### config.mk
export PLATFORM = sky130hd
export DESIGN_NAME = shift_rows_pipe
export DESIGN_NICKNAME = d
export VERILOG_FILES = /design/src/rtl/shift_rows_pkg.sv /design/src/rtl/shift_rows_fifo.sv /design/src/rtl/shift_rows_pipe.sv
export SDC_FILE = /design/constraint.sdc
export NUM_CORES = 1
export LEC_CHECK = 0
export CORE_MARGIN = 2
export CORE_UTILIZATION = 40
export DETAILED_ROUTE_END_ITERATION = 10
export HOLD_SLACK_MARGIN = 0.05
export PLACE_DENSITY = 0.68
export SLEW_MARGIN = 20
export SYNTH_ARGS = -nofsm -noshare
export SYNTH_HDL_FRONTEND = slang
export SYNTH_HIERARCHICAL = 1
export SYNTH_SLANG_ARGS = --single-unit
### constraint.sdc
create_clock -name clk -period 8.2 [get_ports clk]
set_input_delay 1.64 -clock clk [delete_from_list [all_inputs] [get_ports clk]]
set_output_delay 1.64 -clock clk [all_outputs]
set_load 0.05 [all_outputs]
### src/rtl/shift_rows_pkg.sv
// Shared types and the Rijndael ShiftRows permutation for NB = 4, 6 or 8 columns.
package shift_rows_pkg;

    typedef logic [7:0] byte_t;

    localparam int unsigned MAX_NB = 8;
    localparam int unsigned MAX_W  = 32 * MAX_NB;

    // Wide blocks (NB = 8) skip offset 2 and use 1, 3, 4 on rows 1..3.
    function automatic int unsigned row_offset(input int unsigned nb, input int unsigned r);
        if (nb == 8 && r >= 2) return r + 1;
        return r;
    endfunction

    // State occupies the low 32*nb bits of data; byte 0 sits at the top of that field.
    function automatic logic [MAX_W-1:0] shift_state(input int unsigned nb,
                                                     input logic [MAX_W-1:0] data,
                                                     input logic inv);
        logic [MAX_W-1:0] res;
        byte_t            b;
        int unsigned      off;
        int unsigned      src;
        res = '0;
        for (int unsigned c = 0; c < MAX_NB; c++) begin
            for (int unsigned r = 0; r < 4; r++) begin
                if (c < nb) begin
                    off = row_offset(nb, r);
                    src = inv ? (c + nb - off) % nb : (c + off) % nb;
                    b   = data[8*(4*nb-1-(4*src+r)) +: 8];
                    res[8*(4*nb-1-(4*c+r)) +: 8] = b;
                end
            end
        end
        return res;
    endfunction

endpackage

### src/rtl/shift_rows_fifo.sv
// Synchronous FIFO with asynchronous active-high reset; reads as zero while empty.
module shift_rows_fifo #(
    parameter int unsigned WIDTH = 32,
    parameter int unsigned DEPTH = 2
) (
    input  logic                       clk,
    input  logic                       rst,
    input  logic                       push,
    input  logic                       pop,
    input  logic [WIDTH-1:0]           wdata,
    output logic [WIDTH-1:0]           rdata,
    output logic [$clog2(DEPTH+1)-1:0] count,
    output logic                       full
);

    localparam int unsigned AW = $clog2(DEPTH);
    localparam int unsigned CW = $clog2(DEPTH + 1);

    logic [WIDTH-1:0] mem [DEPTH];
    logic [AW-1:0]    wptr_q, rptr_q;
    logic [CW-1:0]    count_q, count_d;
    logic             empty, do_push, do_pop;

    assign empty   = (count_q == '0);
    assign full    = (count_q == CW'(DEPTH));
    assign do_pop  = pop && !empty;
    // A full FIFO still accepts a word when the head leaves in the same cycle.
    assign do_push = push && (!full || do_pop);

    always_comb begin
        count_d = count_q;
        case ({do_push, do_pop})
            2'b10:   count_d = count_q + CW'(1);
            2'b01:   count_d = count_q - CW'(1);
            default: count_d = count_q;
        endcase
    end

    always_ff @(posedge clk or posedge rst) begin
        if (rst) begin
            wptr_q  <= '0;
            rptr_q  <= '0;
            count_q <= '0;
        end else begin
            if (do_push) wptr_q <= wptr_q + AW'(1);
            if (do_pop)  rptr_q <= rptr_q + AW'(1);
            count_q <= count_d;
        end
    end

    always_ff @(posedge clk) begin
        if (do_push) mem[wptr_q] <= wdata;
    end

    assign rdata = empty ? '0 : mem[rptr_q];
    assign count = count_q;

endmodule

### src/rtl/shift_rows_pipe.sv
// Registered ShiftRows stage with valid/ready handshake and output FIFO.
// Define SHIFT_ROWS_INV_EN to build per-transaction inverse shifting (echoed on out_inv).
module shift_rows_pipe
    import shift_rows_pkg::*;
#(
    parameter int unsigned NB         = 4,
    parameter int unsigned FIFO_DEPTH = 2
) (
    input  logic                            clk,
    input  logic                            rst,
    input  logic                            in_valid,
    output logic                            in_ready,
    input  logic [32*NB-1:0]                in_data,
    input  logic                            in_inv,
    output logic                            out_valid,
    input  logic                            out_ready,
    output logic [32*NB-1:0]                out_data,
    output logic                            out_inv,
    output logic [$clog2(FIFO_DEPTH+1)-1:0] count
);

    localparam int unsigned W = 32 * NB;

    if (!(NB == 4 || NB == 6 || NB == 8)) begin : g_bad_nb
        $fatal(1, "shift_rows_pipe: NB must be 4, 6 or 8");
    end
    if (FIFO_DEPTH < 2 || (FIFO_DEPTH & (FIFO_DEPTH - 1)) != 0) begin : g_bad_depth
        $fatal(1, "shift_rows_pipe: FIFO_DEPTH must be a power of 2, at least 2");
    end

    logic [W-1:0] shifted;
    logic         push, pop, full;

`ifdef SHIFT_ROWS_INV_EN
    localparam int unsigned FW = W + 1;
    logic [FW-1:0] wdata, rdata;

    assign shifted  = W'(shift_state(NB, MAX_W'(in_data), in_inv));
    assign wdata    = {in_inv, shifted};
    assign out_inv  = rdata[W];
    assign out_data = rdata[W-1:0];
`else
    localparam int unsigned FW = W;
    logic [FW-1:0] wdata, rdata;
    logic          unused_inv;

    assign unused_inv = in_inv;
    assign shifted    = W'(shift_state(NB, MAX_W'(in_data), 1'b0));
    assign wdata      = shifted;
    assign out_inv    = 1'b0;
    assign out_data   = rdata;
`endif

    // out_ready feeds in_ready combinationally so a full FIFO can stream.
    assign in_ready  = !full || out_ready;
    assign out_valid = (count != '0);
    assign push      = in_valid && in_ready;
    assign pop       = out_valid && out_ready;

    shift_rows_fifo #(
        .WIDTH (FW),
        .DEPTH (FIFO_DEPTH)
    ) u_fifo (
        .clk   (clk),
        .rst   (rst),
        .push  (push),
        .pop   (pop),
        .wdata (wdata),
        .rdata (rdata),
        .count (count),
        .full  (full)
    );

endmodule
* Word level (Yosys, flattened, before mapping)
Memories as Yosys holds them, arrays and structs flattened.
Cells that the tools add are included.
** Word-level totals
- Register bits :: 4
- Latch bits :: 0
- Memory bits (writable) :: 256
- Bits in read-only memories :: 0
- Input bits :: 133
- Memories :: 1
** Memory list
- u_fifo.mem :: words 2, bits a word 128, read ports 1, clocked after memory_dff 0, write ports 1, RTL line shift_rows_fifo.sv:19 : logic [WIDTH-1:0] mem [DEPTH];
** Operators by class
- Add/subtract/negate cells :: 4
- $mul :: 0
- Divide/modulo/power cells :: 0
- Order comparisons :: 0
- Eq/ne operators :: 3
- Shifts and indexed selects :: 0
- Mux-type cells :: 4
- Bitwise logic cells :: 0
- Reductions and logical operators :: 11
** Operators with widths (number)
- $mux 128 :: 1
- $eq 2x2->1 const B :: 2
- $logic_and 1x1->1 :: 4
- $pmux 2 s2 :: 1
- $reduce_bool 2->1 :: 2
- $add 1x1->1 const B :: 2
- $add 2x1->2 const B :: 1
- $eq 2x1->1 const B :: 1
- $logic_not 1->1 :: 2
- $logic_not 2->1 :: 1
- $logic_or 1x1->1 :: 2
- $mux 1 :: 2
- $sub 2x1->2 const B :: 1

* Longest topological paths before layout
Gate-level depths: netlist of run 1.
- Depth in word-level cells :: 7
- Mapped depth :: 7
- Depth with buffers taken out :: 7

* By module
The synthesis of run 1 kept the hierarchy.
** Modules (own cells, without submodules)
- shift_rows_fifo :: instances 1, cells an instance 566, area an instance 9939.5 um^2
- shift_rows_pipe :: instances 1, cells an instance 6, area an instance 41.3 um^2

* Worst setup path after synthesis of run 1
No wires, ideal clock.
- Path type :: input-to-reg
- From :: in out_ready
- To :: mem u_fifo/mem[0][0] (netlist bit) (enable)
- Setup time :: 0.616 ns
- Arrival time :: 7.784 ns
- Data required time :: 7.584 ns
- Slack :: -0.200 ns
- Cell stages on the path :: 4
- Path buffers :: 0
- Cells stage by stage :: nand2b_1 > and2_1 > nand2_2 > nor2_1
** RTL lines
- start, declared :: RTL line shift_rows_pipe.sv:16 : input logic out_ready,
- $logic_or 1x1->1 :: RTL line shift_rows_pipe.sv:55 : assign in_ready = !full || out_ready;
- $logic_and 1x1->1 :: RTL line shift_rows_pipe.sv:57 : assign push = in_valid && in_ready;
- via push :: RTL line shift_rows_pipe.sv:32 : logic push, pop, full;
- $logic_and 1x1->1 :: RTL line shift_rows_fifo.sv:28 : assign do_push = push && (!full || do_pop);
- $mux 1 :: RTL line shift_rows_fifo.sv:52 : if (do_push) mem[wptr_q] <= wdata;
- $mux 1 (implied by the code) :: RTL line shift_rows_fifo.sv:52
- end, declared :: RTL line shift_rows_fifo.sv:19
The timed path passes the listed nets, and every way through them passes these cells.

* Worst setup path after layout of run 1
- From :: reg u_fifo.rptr_q
- To :: out out_data[4]
** On the way
- Word-level cells in the longest chain between the ends :: 2
** RTL lines
- start, declared :: RTL line shift_rows_fifo.sv:20 : logic [AW-1:0] wptr_q, rptr_q;
- start signal, assigned :: RTL line shift_rows_fifo.sv:46 : if (do_pop) rptr_q <= rptr_q + AW'(1);
- $mem_v2 2x128
- $mux 128 :: RTL line shift_rows_fifo.sv:55 : assign rdata = empty ? '0 : mem[rptr_q];
- end, declared :: RTL line shift_rows_pipe.sv:17 : output logic [32*NB-1:0] out_data,
Every way passes these cells.

==> results of run 1 <==
==> sequential cells by signal, summed over array words and instances (netlist names) <==
name	cells
u_fifo/count	2
u_fifo/mem	256
u_fifo/rptr_q	1
u_fifo/wptr_q	1
==> cells by family after synthesis <==
logic type                share of synthesized area, %
DFF                                              78.02
and+or+nand+nor                                  5.729
muxes                                            12.84
buffers and inverters                            2.833
AOI/OAI and AO/OA                               0.2757
xor gates and xnor gates                        0.2633
other                                          0.03757
==> critical path: stages (launching register included) <==
cell,delay [ns]
dfrtp_4,1.15
buf_12,0.50
mux2i_1,0.14
nor2_1,0.12
clkdlybuf4s50_1,0.86
==> through the flow <==
step / cells / cell area (um^2) / utilization, % / setup WS [ns]
after detailed placement: 1136 / 12850 / 52.70 / 3.514
after global placement: 1135 / 12830 / 52.59 / 3.443
after CTS: 1186 / 13670 / 56.04 / 3.072
after global routing: 1186 / 13670 / 56.04 / 2.994
final: 1186 / 13670 / 56.04 / 3.156
after floorplan: 572 / 9983 / - / 1.963
==> layer usage <==
| layer | wire length [um] | vias to the layer above |
|---|---|---|
| met1 | 8124 | 2704 |
| met4 | 548 | 4 |
| met2 | 9699 | 190 |
| met3 | 1807 | 41 |
| li1 | - | 2665 |
| met5 | 24 | - |
==> worst paths after layout <==
check | start | end | depth (start not counted)
worst max-delay path | u_fifo/rptr_q | out_data[4] | 4
worst max register to register | u_fifo/count[1] | u_fifo/mem[1][13] | 6
max in group asynchronous | rst | u_fifo/rptr_q | 2
min in group asynchronous | rst | u_fifo/count[0] | 2
worst min register to register | u_fifo/wptr_q | u_fifo/wptr_q | 1
worst min-delay path | u_fifo/wptr_q | u_fifo/wptr_q | 1
==> layout make-up <==
type,instances,area share [%]
clock buffers,38,5.556
clock inverters,12,0.4027
inverters,3,0.08238
multi-input cells,279,14.11
flip-flops and latches,260,57.00
well taps,324,2.966
repair buffers,270,19.88
==> synthesized netlist by cell type (all sizes together) <==
cell type	count	area, um^2
xnor2	2	17.52
buf	30	271.5
nor3	1	5.000
edfxtp	256	7687
nand2	1	6.260
conb	1	3.750
dfrtp	4	100.1
or2	2	15.02
o21ai	1	5.000
and3	1	7.510
xor2	1	8.760
nand2b	2	12.51
a22oi	1	7.510
inv	3	11.26
and2	2	15.02
or3b	1	8.760
and4	1	10.01
a21oi	3	15.01
nor2	131	491.7
mux2i	128	1281
==> results.py, run 1 <==
metrics = {
    "worst_setup_path": {
        "start_kind": "flip-flop",
        "path_class": "reg -> out",
        "r2r_slack_ns": 5.44,
        "crit_required_ns": 6.56,
        "crit_fanout": 70,
        "crit_arrival_ns": 3.40,
        "endpoint_kind": "primary output",
    },
    "sta": {
        "rsz0062_at_grt": "no",
        "slew_viol_final": 0,
        "setup_viol": 0,
        "fin_crit_ns": 5.044,
        "worst_pin_slew_ns": 1.108,
        "max_freq_ghz": 0.1982,
        "fin_skew_ns": 0.02119,
        "hold_viol": 0,
        "whs_ns": 0.5589,
        "fin_crit_sh_pct": 61.51,
        "relSlewSlack_pct": 26.10,
        "fin_setup_tns_ns": 0,
    },
    "run_status": {
        "status": "complete, no violations",
    },
    "die": {
        "rows": 57,
        "die_area_mm2": 0.02623,
        "core_mm2": 0.02439,
        "die_x_um": 162.0,
        "ios": 266,
        "start_util_pct": 40.92,
        "die_h_um": 162.0,
    },
    "layout": {
        "drive_above_1_share_pct": 5.916,
        "mostFrequentLayoutCell": "clkdlybuf4s50_1",
        "syn2layout_area_growth_pct": 36.96,
        "fillers": 1971,
        "nets": 975,
        "mostFrequentLayoutCells": "263 x clkdlybuf4s50_1, 256 x edfxtp_1, 129 x nor2_1, 128 x mux2i_1, 29 x clkbuf_16",
        "seq_area_mm2": 0.007791,
        "antennaDiodeCount": 0,
        "multi_input_area_mm2": 0.001929,
    },
    "cts": {
        "clockRootBuffer": "clkbuf_16",
        "post-cts-setup-buffer-count": 0,
        "numCtsBuffers": 28,
        "insertion_delay_ns": 0.53,
        "htreeDepth": 1,
        "cts_tree": "done",
        "clk_pin_slew_ns": 0.06,
        "cts_hold_repair.buffers": 0,
        "cts_sinks": 260,
        "cts_resized": 0,
        "cts_max_path_buffers": 3,
    },
    "drt": {
        "via_per_inst": 4.725,
        "ant_nets": 0,
        "dr.pass1.iters": 5,
        "wirelength_um": 20210,
        "wl_per_cell_um": 17.04,
        "drc": 0,
        "drt_iter0_drc": 333,
        "vias": 5604,
    },
    "worst_hold_path": {
        "min_path_type": "reg -> reg",
    },
    "logic_synthesis": {
        "yosysSeqAreaShare_pct": 78.02,
        "syn_nets": 705,
        "yosysWarnings": 6,
        "synth.distinct_cells": 25,
        "ys_ff_latch": 260,
        "syn_area_per_cell_um2": 17.45,
        "syn_inst": 572,
        "netlist_area_mm2": 0.009981,
    },
    "global_routing": {
        "grt_max_degree": 76,
        "use_met2_pct": 24.97,
        "track_usage_pct": 15.06,
        "overflow": 0,
        "grt_pass1_wl_um": 31130,
        "grt_pass1_vias": 5759,
        "grt-busiest-layer": "met2",
        "use_met3_pct": 5.133,
        "grt_antenna_before_repair": 2,
        "met1_usage_pct": 18.62,
    },
    "placement": {
        "gp_congestion": 0.7359,
        "dp_hpwl_um": 12580,
        "port_buffers": 263,
    },
    "flow_run": {
        "maxCapViolCount": 0,
    },
}
Power of run 1 is not shown: default switching activity piles up to over one toggle a cycle in this logic, so the estimate is an artifact.
==> run 2, diff against run 1 <==
Clock period 8.2 ns to 4.8 ns, I/O delays scaled along.
==> results.py, run 2 (same netlist as run 1, synthesis figures left out) <==
metrics = {
    "drt": {
        "ant_nets": 0,
        "wl_per_cell_um": 16.82,
        "via_per_inst": 4.673,
        "vias": 5566,
        "drt_iter0_drc": 282,
        "dr.pass1.iters": 4,
        "drc": 0,
        "wirelength_um": 20030,
    },
    "worst_setup_path": {
        "path_class": "reg -> out",
        "r2r_slack_ns": 2.28,
        "reg2reg_to": "u_fifo/mem[1][56]",
        "start_kind": "flip-flop",
        "endpoint_kind": "primary output",
        "reg2reg_depth": 6,
        "crit_required_ns": 3.84,
        "r2r-start": "u_fifo/count[1]",
        "crit_fanout": 38,
        "crit_arrival_ns": 2.96,
    },
    "placement": {
        "placedCellCount": 1139,
        "port_buffers": 263,
        "gp_congestion": 0.7125,
        "dp_hpwl_um": 12680,
        "placed_area_mm2": 0.01289,
        "pre_cts_ws_ns": 1.412,
    },
    "sta": {
        "fin_skew_ns": 0.007983,
        "fin_crit_sh_pct": 81.62,
        "max_freq_ghz": 0.2553,
        "setup_ws_ns": 0.8823,
        "slew_viol_final": 0,
        "worst_pin_slew_ns": 0.8800,
        "rsz0062_at_grt": "no",
        "fin_setup_tns_ns": 0,
        "fin_crit_ns": 3.918,
        "setup_viol": 0,
        "hold_viol": 0,
        "relSlewSlack_pct": 41.33,
    },
    "layout": {
        "syn2layout_area_growth_pct": 37.77,
        "top_register": "u_fifo/mem",
        "largest_reg_flops": 256,
        "fin_area_mm2": 0.01375,
        "nets": 978,
        "mostFrequentLayoutCells": "263 x clkdlybuf4s50_1, 256 x edfxtp_1, 129 x nor2_1, 128 x mux2i_1, 29 x clkbuf_16",
        "mostFrequentLayoutCell": "clkdlybuf4s50_1",
        "antennaDiodeCount": 0,
        "layout.cells.non_filler": 1191,
        "fillers": 1969,
        "drive_above_1_share_pct": 6.459,
    },
    "worst_hold_path": {
        "hold_end": "u_fifo/wptr_q",
        "min-delay-start": "u_fifo/wptr_q",
        "min_path_cells": 1,
        "min_path_type": "reg -> reg",
    },
    "cts": {
        "htreeDepth": 1,
        "clk_pin_slew_ns": 0.06,
        "clockRootBuffer": "clkbuf_16",
        "cts_hold_repair.buffers": 0,
        "cts_resized": 0,
        "insertion_delay_ns": 0.51,
        "cts_max_path_buffers": 3,
        "numCtsBuffers": 28,
        "cts_sinks": 260,
        "post-cts-setup-buffer-count": 0,
        "cts_tree": "done",
    },
    "die": {
        "die_area_mm2": 0.02623,
        "die_h_um": 162.0,
        "die_x_um": 162.0,
        "ios": 266,
        "start_util_pct": 40.92,
        "core_mm2": 0.02439,
        "rows": 57,
    },
    "global_routing": {
        "grt_antenna_before_repair": 0,
        "grt_max_degree": 69,
        "overflow": 0,
        "track_usage_pct": 14.78,
        "grt_pass1_wl_um": 30170,
        "grt_pass1_vias": 5457,
    },
    "flow_run": {
        "maxCapViolCount": 0,
    },
    "run_status": {
        "status": "complete, no violations",
    },
}
run 2: cell types whose count changed in the layout (fill, tap and decap cells not counted), sizes merged:
| cell | delta |
|---|---|
| buf | +3 |
| clkbuf | +2 |
| bufinv | +1 |
| clkinvlp | -1 |
run 2: area by class of cell:
| cell class | instances | area, um^2 | area share (%) |
|---|---|---|---|
| repair buffers | 273 | 2758 | 20.05 |
| multi-input cells | 279 | 1929 | 14.03 |
| clock buffers | 40 | 777.0 | 5.651 |
| inverters | 3 | 11.26 | 0.08189 |
| flip-flops and latches | 260 | 7791 | 56.66 |
| clock inverters | 12 | 78.83 | 0.5732 |
| well taps | 324 | 405.4 | 2.948 |
run 2: how the worst max path moves through the flow:
| stage | startpoint | end | slack [ns] | depth (start not counted) |
|---|---|---|---|---|
| after global placement | u_fifo/rptr_q | out_data[101] | 1.40 | 4 |
| after global routing | u_fifo/rptr_q | out_data[103] | 0.76 | 4 |
| after detailed placement | u_fifo/rptr_q | out_data[101] | 1.41 | 4 |
| after CTS | u_fifo/rptr_q | out_data[101] | 0.83 | 4 |
| final | u_fifo/rptr_q | out_data[101] | 0.88 | 4 |
| after floorplan | out_ready | u_fifo/mem[0][0] | 0.68 | 4 |
run 2: through the flow:
| stage | hold slack [ns] | util, % |
|---|---|---|
| 6_report | 0.5564 | 56.38 |
| 5_1_grt | 0.5930 | 56.38 |
| 4_1_cts | 0.5569 | 56.38 |
| 3_5_place_dp | 0.5451 | 52.87 |
| 3_3_place_gp | 0.5376 | 52.87 |
| 2_1_floorplan | 0.5127 | - |
run 2: worst max-delay path, stage by stage, from the launching register on:
cell             delay [ns]
dfrtp_4                0.90
buf_4                  0.45
mux2i_1                0.13
nor2_1                 0.12
clkdlybuf4s50_1        0.83
run 2: metal layers:
metal | GRT usage, % | part of all wire (%) | vias up
met2 | 24.99 | 50 | 184
met5 | 0 | 0 | -
li1 | - | - | 2669
met1 | 18.67 | 41 | 2682
met3 | 4.520 | 8.1 | 31
met4 | 3.701 | 1.6 | 0
Power of run 2 is left out for the same reason.
